===== src/rtl/nf_10g_stats_pkg.sv =====
// Shared definitions for the 10G MAC statistics collector: counter select
// encoding and the wrap/saturate accumulator add.
package nf_10g_stats_pkg;

  localparam int unsigned CNT_MAX_W = 64;
  localparam int unsigned NUM_CNT   = 5;

  typedef enum logic [2:0] {
    SEL_RX_GOOD_PKTS = 3'd0,
    SEL_RX_BAD_PKTS  = 3'd1,
    SEL_RX_BYTES     = 3'd2,
    SEL_TX_PKTS      = 3'd3,
    SEL_TX_BYTES     = 3'd4
  } cnt_sel_e;

  // Adds within a counter of 'width' bits (<= 64); overflow wraps or pins at all-ones.
  function automatic logic [CNT_MAX_W-1:0] cnt_add(
    input logic [CNT_MAX_W-1:0] a,
    input logic [CNT_MAX_W-1:0] b,
    input int unsigned          width,
    input logic                 sat
  );
    logic [CNT_MAX_W:0] sum;
    logic [CNT_MAX_W:0] lim;
    sum = {1'b0, a} + {1'b0, b};
    lim = ((CNT_MAX_W+1)'(1) << width) - (CNT_MAX_W+1)'(1);
    if (sum > lim) begin
      return sat ? lim[CNT_MAX_W-1:0] : (sum[CNT_MAX_W-1:0] & lim[CNT_MAX_W-1:0]);
    end
    return sum[CNT_MAX_W-1:0];
  endfunction

endpackage


===== src/rtl/nf_rr_arbiter.sv =====
// Round-robin arbiter: combinational grant, pointer moves to grant+1 on advance.
module nf_rr_arbiter #(
  parameter  int unsigned C_NUM_REQ = 8,
  localparam int unsigned IDX_W     = (C_NUM_REQ > 1) ? $clog2(C_NUM_REQ) : 1
) (
  input  logic                 core_clk,
  input  logic                 reset,
  input  logic [C_NUM_REQ-1:0] req,
  input  logic                 advance,
  output logic [C_NUM_REQ-1:0] grant_c,
  output logic [IDX_W-1:0]     grant_idx_c,
  output logic                 grant_valid_c
);

  logic [IDX_W-1:0] ptr;

  function automatic logic [IDX_W-1:0] wrap_idx(input int unsigned v);
    return IDX_W'(v % C_NUM_REQ);
  endfunction

  // First requester at or after the pointer, wrapping around.
  always_comb begin
    grant_c       = '0;
    grant_idx_c   = '0;
    grant_valid_c = 1'b0;
    for (int unsigned i = 0; i < C_NUM_REQ; i++) begin
      if (!grant_valid_c && req[wrap_idx(32'(ptr) + i)]) begin
        grant_valid_c = 1'b1;
        grant_idx_c   = wrap_idx(32'(ptr) + i);
      end
    end
    if (grant_valid_c) grant_c[grant_idx_c] = 1'b1;
  end

  always_ff @(posedge core_clk) begin
    if (reset) begin
      ptr <= '0;
    end else if (advance && grant_valid_c) begin
      ptr <= wrap_idx(32'(grant_idx_c) + 32'd1);
    end
  end

endmodule


===== src/rtl/nf_10g_stats_collector.sv =====
// Per-port RX/TX packet and byte counters fed by one-deep event capture and a
// round-robin arbiter, with a single-cycle register read port and clear-on-read.
module nf_10g_stats_collector
  import nf_10g_stats_pkg::*;
#(
  parameter int unsigned C_NUM_PORTS      = 4,
  parameter int unsigned C_PKT_CNT_WIDTH  = 32,
  parameter int unsigned C_BYTE_CNT_WIDTH = 48,
  parameter int unsigned C_LEN_WIDTH      = 16,
  parameter int unsigned C_SATURATE       = 0
) (
  input  logic                               core_clk,
  input  logic                               reset,
  input  logic [C_NUM_PORTS-1:0]             rx_evt_valid,
  input  logic [C_NUM_PORTS*C_LEN_WIDTH-1:0] rx_evt_len,
  input  logic [C_NUM_PORTS-1:0]             rx_evt_good,
  input  logic [C_NUM_PORTS-1:0]             tx_evt_valid,
  input  logic [C_NUM_PORTS*C_LEN_WIDTH-1:0] tx_evt_len,
  input  logic                               rd_req,
  input  logic [2:0]                         rd_port,
  input  logic [2:0]                         rd_sel,
  input  logic                               rd_clear,
  output logic                               rd_valid,
  output logic [C_BYTE_CNT_WIDTH-1:0]        rd_data,
  output logic [C_NUM_PORTS-1:0]             evt_overrun,
  input  logic                               overrun_clear
);

  localparam int unsigned NUM_SRC = 2 * C_NUM_PORTS;
  localparam int unsigned SRC_W   = $clog2(NUM_SRC);
  localparam int unsigned PORT_W  = (C_NUM_PORTS > 1) ? $clog2(C_NUM_PORTS) : 1;
  localparam int unsigned PW      = C_PKT_CNT_WIDTH;
  localparam int unsigned BW      = C_BYTE_CNT_WIDTH;
  localparam logic        SAT     = (C_SATURATE != 0);

  logic [NUM_SRC-1:0]     src_valid, src_good;
  logic [C_LEN_WIDTH-1:0] src_len  [NUM_SRC];
  logic [NUM_SRC-1:0]     pend, pend_good;
  logic [C_LEN_WIDTH-1:0] pend_len [NUM_SRC];
  logic [NUM_SRC-1:0]     gnt;
  logic [SRC_W-1:0]       gnt_idx;
  logic                   gnt_valid;

  logic [PW-1:0] rx_good_pkts [C_NUM_PORTS];
  logic [PW-1:0] rx_bad_pkts  [C_NUM_PORTS];
  logic [BW-1:0] rx_bytes     [C_NUM_PORTS];
  logic [PW-1:0] tx_pkts      [C_NUM_PORTS];
  logic [BW-1:0] tx_bytes     [C_NUM_PORTS];

  logic [C_NUM_PORTS-1:0] upd_rx_good, upd_rx_bad, upd_tx, ovr_set;
  logic [C_NUM_PORTS-1:0] clr_rx_good, clr_rx_bad, clr_rx_bytes, clr_tx_pkts, clr_tx_bytes;
  logic [PORT_W-1:0]      g_port, rd_pidx;
  logic [C_LEN_WIDTH-1:0] g_len;
  logic                   g_good, g_is_tx;
  logic [BW-1:0]          rd_mux;

  nf_rr_arbiter #(.C_NUM_REQ(NUM_SRC)) u_arb (
    .core_clk      (core_clk),
    .reset         (reset),
    .req           (pend),
    .advance       (1'b1),
    .grant_c       (gnt),
    .grant_idx_c   (gnt_idx),
    .grant_valid_c (gnt_valid)
  );

  function automatic logic [PW-1:0] pkt_next(input logic [PW-1:0] cur, input logic clr,
                                             input logic upd);
    logic [PW-1:0] base;
    base = clr ? '0 : cur;
    if (upd) return PW'(cnt_add(CNT_MAX_W'(base), CNT_MAX_W'(1), PW, SAT));
    return base;
  endfunction

  function automatic logic [BW-1:0] byte_next(input logic [BW-1:0] cur, input logic clr,
                                              input logic upd, input logic [C_LEN_WIDTH-1:0] len);
    logic [BW-1:0] base;
    base = clr ? '0 : cur;
    if (upd) return BW'(cnt_add(CNT_MAX_W'(base), CNT_MAX_W'(len), BW, SAT));
    return base;
  endfunction

  // Flatten RX/TX per port into sources: 2p = RX, 2p+1 = TX.
  always_comb begin
    src_valid = '0;
    src_good  = '0;
    src_len   = '{default: '0};
    for (int unsigned p = 0; p < C_NUM_PORTS; p++) begin
      src_valid[2*p]   = rx_evt_valid[p];
      src_valid[2*p+1] = tx_evt_valid[p];
      src_good[2*p]    = rx_evt_good[p];
      src_good[2*p+1]  = 1'b1;
      src_len[2*p]     = rx_evt_len[p*C_LEN_WIDTH +: C_LEN_WIDTH];
      src_len[2*p+1]   = tx_evt_len[p*C_LEN_WIDTH +: C_LEN_WIDTH];
    end
  end

  assign g_port  = PORT_W'(gnt_idx >> 1);
  assign g_is_tx = gnt_idx[0];
  assign g_len   = pend_len[gnt_idx];
  assign g_good  = pend_good[gnt_idx];
  assign rd_pidx = PORT_W'(rd_port);

  // Per-port update, clear-on-read and overrun qualifiers.
  always_comb begin
    upd_rx_good  = '0;
    upd_rx_bad   = '0;
    upd_tx       = '0;
    ovr_set      = '0;
    clr_rx_good  = '0;
    clr_rx_bad   = '0;
    clr_rx_bytes = '0;
    clr_tx_pkts  = '0;
    clr_tx_bytes = '0;
    for (int unsigned p = 0; p < C_NUM_PORTS; p++) begin
      upd_rx_good[p]  = gnt_valid && (g_port == PORT_W'(p)) && !g_is_tx && g_good;
      upd_rx_bad[p]   = gnt_valid && (g_port == PORT_W'(p)) && !g_is_tx && !g_good;
      upd_tx[p]       = gnt_valid && (g_port == PORT_W'(p)) && g_is_tx;
      ovr_set[p]      = (src_valid[2*p]   && pend[2*p]   && !gnt[2*p]) ||
                        (src_valid[2*p+1] && pend[2*p+1] && !gnt[2*p+1]);
      clr_rx_good[p]  = rd_req && rd_clear && (rd_port == 3'(p)) && (rd_sel == SEL_RX_GOOD_PKTS);
      clr_rx_bad[p]   = rd_req && rd_clear && (rd_port == 3'(p)) && (rd_sel == SEL_RX_BAD_PKTS);
      clr_rx_bytes[p] = rd_req && rd_clear && (rd_port == 3'(p)) && (rd_sel == SEL_RX_BYTES);
      clr_tx_pkts[p]  = rd_req && rd_clear && (rd_port == 3'(p)) && (rd_sel == SEL_TX_PKTS);
      clr_tx_bytes[p] = rd_req && rd_clear && (rd_port == 3'(p)) && (rd_sel == SEL_TX_BYTES);
    end
  end

  always_comb begin
    rd_mux = '0;
    if (32'(rd_port) < C_NUM_PORTS) begin
      case (rd_sel)
        SEL_RX_GOOD_PKTS: rd_mux = BW'(rx_good_pkts[rd_pidx]);
        SEL_RX_BAD_PKTS:  rd_mux = BW'(rx_bad_pkts[rd_pidx]);
        SEL_RX_BYTES:     rd_mux = rx_bytes[rd_pidx];
        SEL_TX_PKTS:      rd_mux = BW'(tx_pkts[rd_pidx]);
        SEL_TX_BYTES:     rd_mux = tx_bytes[rd_pidx];
        default:          rd_mux = '0;
      endcase
    end
  end

  always_ff @(posedge core_clk) begin
    if (reset) begin
      pend        <= '0;
      pend_good   <= '0;
      pend_len    <= '{default: '0};
      rx_good_pkts <= '{default: '0};
      rx_bad_pkts  <= '{default: '0};
      rx_bytes     <= '{default: '0};
      tx_pkts      <= '{default: '0};
      tx_bytes     <= '{default: '0};
      evt_overrun <= '0;
      rd_valid    <= 1'b0;
      rd_data     <= '0;
    end else begin
      // A granted source frees its slot this edge, so a new strobe may reload it.
      for (int unsigned s = 0; s < NUM_SRC; s++) begin
        if (src_valid[s] && (!pend[s] || gnt[s])) begin
          pend[s]      <= 1'b1;
          pend_len[s]  <= src_len[s];
          pend_good[s] <= src_good[s];
        end else if (gnt[s]) begin
          pend[s] <= 1'b0;
        end
      end
      for (int unsigned p = 0; p < C_NUM_PORTS; p++) begin
        rx_good_pkts[p] <= pkt_next(rx_good_pkts[p], clr_rx_good[p], upd_rx_good[p]);
        rx_bad_pkts[p]  <= pkt_next(rx_bad_pkts[p], clr_rx_bad[p], upd_rx_bad[p]);
        rx_bytes[p]     <= byte_next(rx_bytes[p], clr_rx_bytes[p], upd_rx_good[p], g_len);
        tx_pkts[p]      <= pkt_next(tx_pkts[p], clr_tx_pkts[p], upd_tx[p]);
        tx_bytes[p]     <= byte_next(tx_bytes[p], clr_tx_bytes[p], upd_tx[p], g_len);
      end
      evt_overrun <= (evt_overrun & ~{C_NUM_PORTS{overrun_clear}}) | ovr_set;
      rd_valid    <= rd_req;
      if (rd_req) rd_data <= rd_mux;
    end
  end

endmodule


===== config.mk =====
export PLATFORM = sky130hd
export DESIGN_NAME = nf_10g_stats_collector
export DESIGN_NICKNAME = d
export VERILOG_FILES = /design/src/rtl/nf_10g_stats_pkg.sv /design/src/rtl/nf_rr_arbiter.sv /design/src/rtl/nf_10g_stats_collector.sv
export SDC_FILE = /design/constraint.sdc
export NUM_CORES = 2
export LEC_CHECK = 0
export CORE_MARGIN = 5
export CORE_UTILIZATION = 45
export DETAILED_ROUTE_END_ITERATION = 10
export PLACE_DENSITY_LB_ADDON = 0.3
export SLEW_MARGIN = 5
export SYNTH_ARGS = -nofsm -noshare
export SYNTH_HDL_FRONTEND = slang
export SYNTH_SLANG_ARGS = --single-unit

===== constraint.sdc =====
create_clock -name core_clk -period 10.6 [get_ports core_clk]
set_clock_uncertainty 0.05 [all_clocks]
set_input_delay 1.59 -clock core_clk [delete_from_list [all_inputs] [get_ports core_clk]]
set_output_delay 1.59 -clock core_clk [all_outputs]
set_load 0.02 [all_outputs]

==> run_results.csv <==
group,metric,value,unit
yosys,synth_cell_types,102,
sta,tns,0,ps
critical_path,critical_path_buf_inv_count,3,
detailed_routing,vias,50451,
grt,grt_pass1_vias,47082,
sta,min_period,8670,ps
critical_path,critPathTopFamily,"simple AND/OR/NAND/NOR gates",
detailed_routing,wl_per_cell,21.4,um
clock_tree,cts_made_buffers,107,
finish,finish.utilization,51.1,%
sta,finalSetupViolCount,0,
detailed_routing,wirelength,181,mm
yosys,synthMuxAreaShare,10.1,%
sta,drv_slew,0,
placed_design,detailed_place_hpwl,135,mm
floorplanning,die_w,361,um
yosys,synth_fa_ha_area_share,3.05,%
detailed_routing,firstDrtPassIters,7,
floorplanning,io_pins,204,
sta,rsz0062_at_grt,"no",
detailed_routing,route.detailed.drc,0,
critical_path,slowest_stage,"ha_1",
yosys,yosysWarningCount,0,
yosys,synthCells,6738,
power,clkPwrFrac,23.3,%
critical_path,crit_chain,"inv_1, ha_1, mux2i_1, o22ai_1, nor4_2, nor3_1, o2bb2ai_1, a221oi_1, or2_1, inv_1, buf_4, nor3_2, nor3_1, o31ai_1, maj3_2, a31oi_1, maj3_2, o2111ai_2, nand4_2, or4_1, a21oi_1",
clock_tree,clockRootBuffer,"clkbuf_16",
power,total_power,0.0171,W
clock_tree,clockBufferDepth,3,
grt,grt_pass1_wl,276,mm
sta,max_slew.worst_pin.slew,1280,ps
yosys,async_reset_ff_share,0,%
critical_path,path_class,"reg -> reg",
yosys,synthFlopType,"dfxtp_1",
sta,slew_headroom,13.9,%
floorplanning,start_util,45.4,%
yosys,seq_area_frac_synth,34.8,%
power,power_frac_comb,53.1,%
floorplanning,dieArea,130000,um^2
grt,grt_max_degree,142,
yosys,synth_area_leaders,"dfxtp_1, mux4_2, nand2_1",
power,power_density,274,nW/um^2
placed_design,globalplace.congestion,0.973,
finish,nets,7015,
clock_tree,post_cts_resized,0,
finish,synthToLayoutAreaGrowth,12.5,%
clock_tree,clock-sinks,964,
yosys,yosys.area_share.simple,25.4,%
critical_path,cp.required,11180,ps
placed_design,io_buffers,203,
floorplanning,design.core.area,122000,um^2
finish,n_fill_cell,11387,
yosys,synth.avg_cell_area,8.24,um^2
critical_path,critPathMaxFanout,30,
finish,final_cell_mix,"nand2_1, dfxtp_1, nor2_1",
critical_path,worstSetupEndpointType,"flop",
sta,hold_violations,0,
clock_tree,htreeDepth,3,
power,p_int,0.00928,W
grt,antenna_found_initial,5,
floorplanning,die_h,361,um
sta,clock.fmax,115,MHz
run,cap_violations,0,
yosys,synth_top_family_by_area,"simple AND/OR/NAND/NOR gates",
clock_tree,clk_latency,720,ps
grt,grt-ovfl-total,0,
detailed_routing,viasPerCell,5.96,
detailed_routing,ant_nets,0,
critical_path,critPathLaunchType,"flop",
clock_tree,clkSlewWorstSetupHoldPaths,50,ps
yosys,synth_compound_area_share,13.4,%
clock_tree,post_cts_buffers,0,
grt,grt_usage,26.6,%
yosys,netlist_area,55500,um^2
clock_tree,hold_buffers,0,
finish,final_common_cell,"nand2_1",
power,p_leak,22.8,nW
yosys,synth-xor-area-share,9.66,%
yosys,synth.top_cell.area_share,34.8,%
finish,drive_gt1_share,8.11,%
critical_path,cpPeakStageDelay,760,ps
yosys,yosys.area.top_type,"dfxtp_1",
clock_tree,cts_tree,"done",
critical_path,cp_data_arrival_time,9260,ps
power,swShare,45.7,%
yosys,synth_edf_count,0,
power,seq_power_share,23.6,%
yosys,ys_ff_latch,964,
sta,fin_crit_sh,81.8,%
detailed_routing,drt_iter0_drc,4601,
power,switchingPower,0.00780,W
floorplanning,rows,128,
status,status,"complete, no violations",
finish,fin_area,62500,um^2
power,peakVddDrop,0.272,mV
placed_design,placed_area,58700,um^2
yosys,syn_nets,7008,
hold_path,min-delay-path-class,"reg -> reg",
## cell families after synthesis
family,Yosys count
and+or+nand+nor,3035
AOI/OAI and AO/OA,1177
DFF,964
xor gates and xnor gates,612
buffers and inverters,509
muxes,308
adders and majority gates,133
## per-layer routing
metal  routed length [um]  global-route usage (%)
met2                80400                    41.9
met4                 6720                    9.20
met5                   13                       0
met3                15500                    4.76
met1                78700                    36.8
## synthesized netlist by cell type, drive strengths merged (20+ instances only)
| library cell | n |
|---|---|
| a211oi | 35 |
| a21o | 54 |
| a21oi | 508 |
| a22oi | 37 |
| a31oi | 43 |
| and2 | 170 |
| and3 | 165 |
| and4 | 32 |
| buf | 66 |
| clkbuf | 316 |
| dfxtp | 964 |
| ha | 111 |
| inv | 127 |
| mux2 | 22 |
| mux2i | 85 |
| mux4 | 201 |
| nand2 | 1011 |
| nand2b | 36 |
| nand3 | 291 |
| nand4 | 124 |
| nor2 | 850 |
| nor2b | 90 |
| nor3 | 73 |
| nor4 | 22 |
| o2111ai | 20 |
| o211ai | 31 |
| o21ai | 182 |
| o22ai | 38 |
| o31ai | 45 |
| or3 | 115 |
| xnor2 | 271 |
| xor2 | 341 |
## worst register-to-register path: stages, from the launching register on
cell and delay, ps:
dfxtp_1 680, inv_1 170, ha_1 760, mux2i_1 500, o22ai_1 210, nor4_2 480
nor3_1 110, o2bb2ai_1 160, a221oi_1 370, or2_1 530, inv_1 550, buf_4 370
nor3_2 700, nor3_1 180, o31ai_1 400, maj3_2 310, a31oi_1 190, maj3_2 400
o2111ai_2 560, nand4_2 330, or4_1 470, a21oi_1 150
## power by group through the flow
stage	clock network, W	registers (W)	logic (W)
2_1_floorplan	0	0.00401	0.00651
3_3_place_gp	0	0.00409	0.00870
3_5_place_dp	0	0.00409	0.00884
4_1_cts	0.00403	0.00402	0.00887
5_1_grt	0.00417	0.00404	0.00980
6_report	0.00398	0.00402	0.00908
## per-stage QoR
stage / cells / hold WS, ps / worst slack, ps
2_1_floorplan: 6738 / 382 / 3050
6_report: 8459 / 407 / 1930
4_1_cts: 8457 / 407 / 2040
3_3_place_gp: 8261 / 392 / 2130
5_1_grt: 8457 / 419 / 1120
3_5_place_dp: 8261 / 398 / 2070
## path summary, 6_finish.rpt
check                                  from                         to  slack [ps]  depth (start not counted)
hold / removal    pend_len[90]$_SDFFE_PP0P_  pend_len[90]$_SDFFE_PP0P_         410                          2
setup reg to reg  u_arb.ptr[1]$_SDFFE_PP0P_   rx_bytes[139]$_SDFF_PP0_        1930                         21
setup / recovery  u_arb.ptr[1]$_SDFFE_PP0P_   rx_bytes[139]$_SDFF_PP0_        1930                         21
hold reg to reg   pend_len[90]$_SDFFE_PP0P_  pend_len[90]$_SDFFE_PP0P_         410                          2
## sequential cells by signal, summed over array words and instances, names as in the netlist
signal and count:
pend_len 128, pend_good 4, pend 8, rx_good_pkts 128
rd_data 48, rx_bytes 192, tx_bytes 192, u_arb.ptr 3
evt_overrun 4, rd_valid 1, tx_pkts 128, rx_bad_pkts 128
## layout make-up
type / count / area, um^2 / area share (%)
flip-flops and latches: 964 / 19300 / 30.9
repair buffers: 280 / 2620 / 4.20
well taps: 1625 / 2030 / 3.26
multi-input cells: 5265 / 34300 / 54.9
clock inverters: 47 / 662 / 1.06
inverters: 127 / 477 / 0.763
diodes: 2 / 5.00 / 0.00801
clock buffers: 149 / 3100 / 4.96
(Power assumes the default switching activity.)
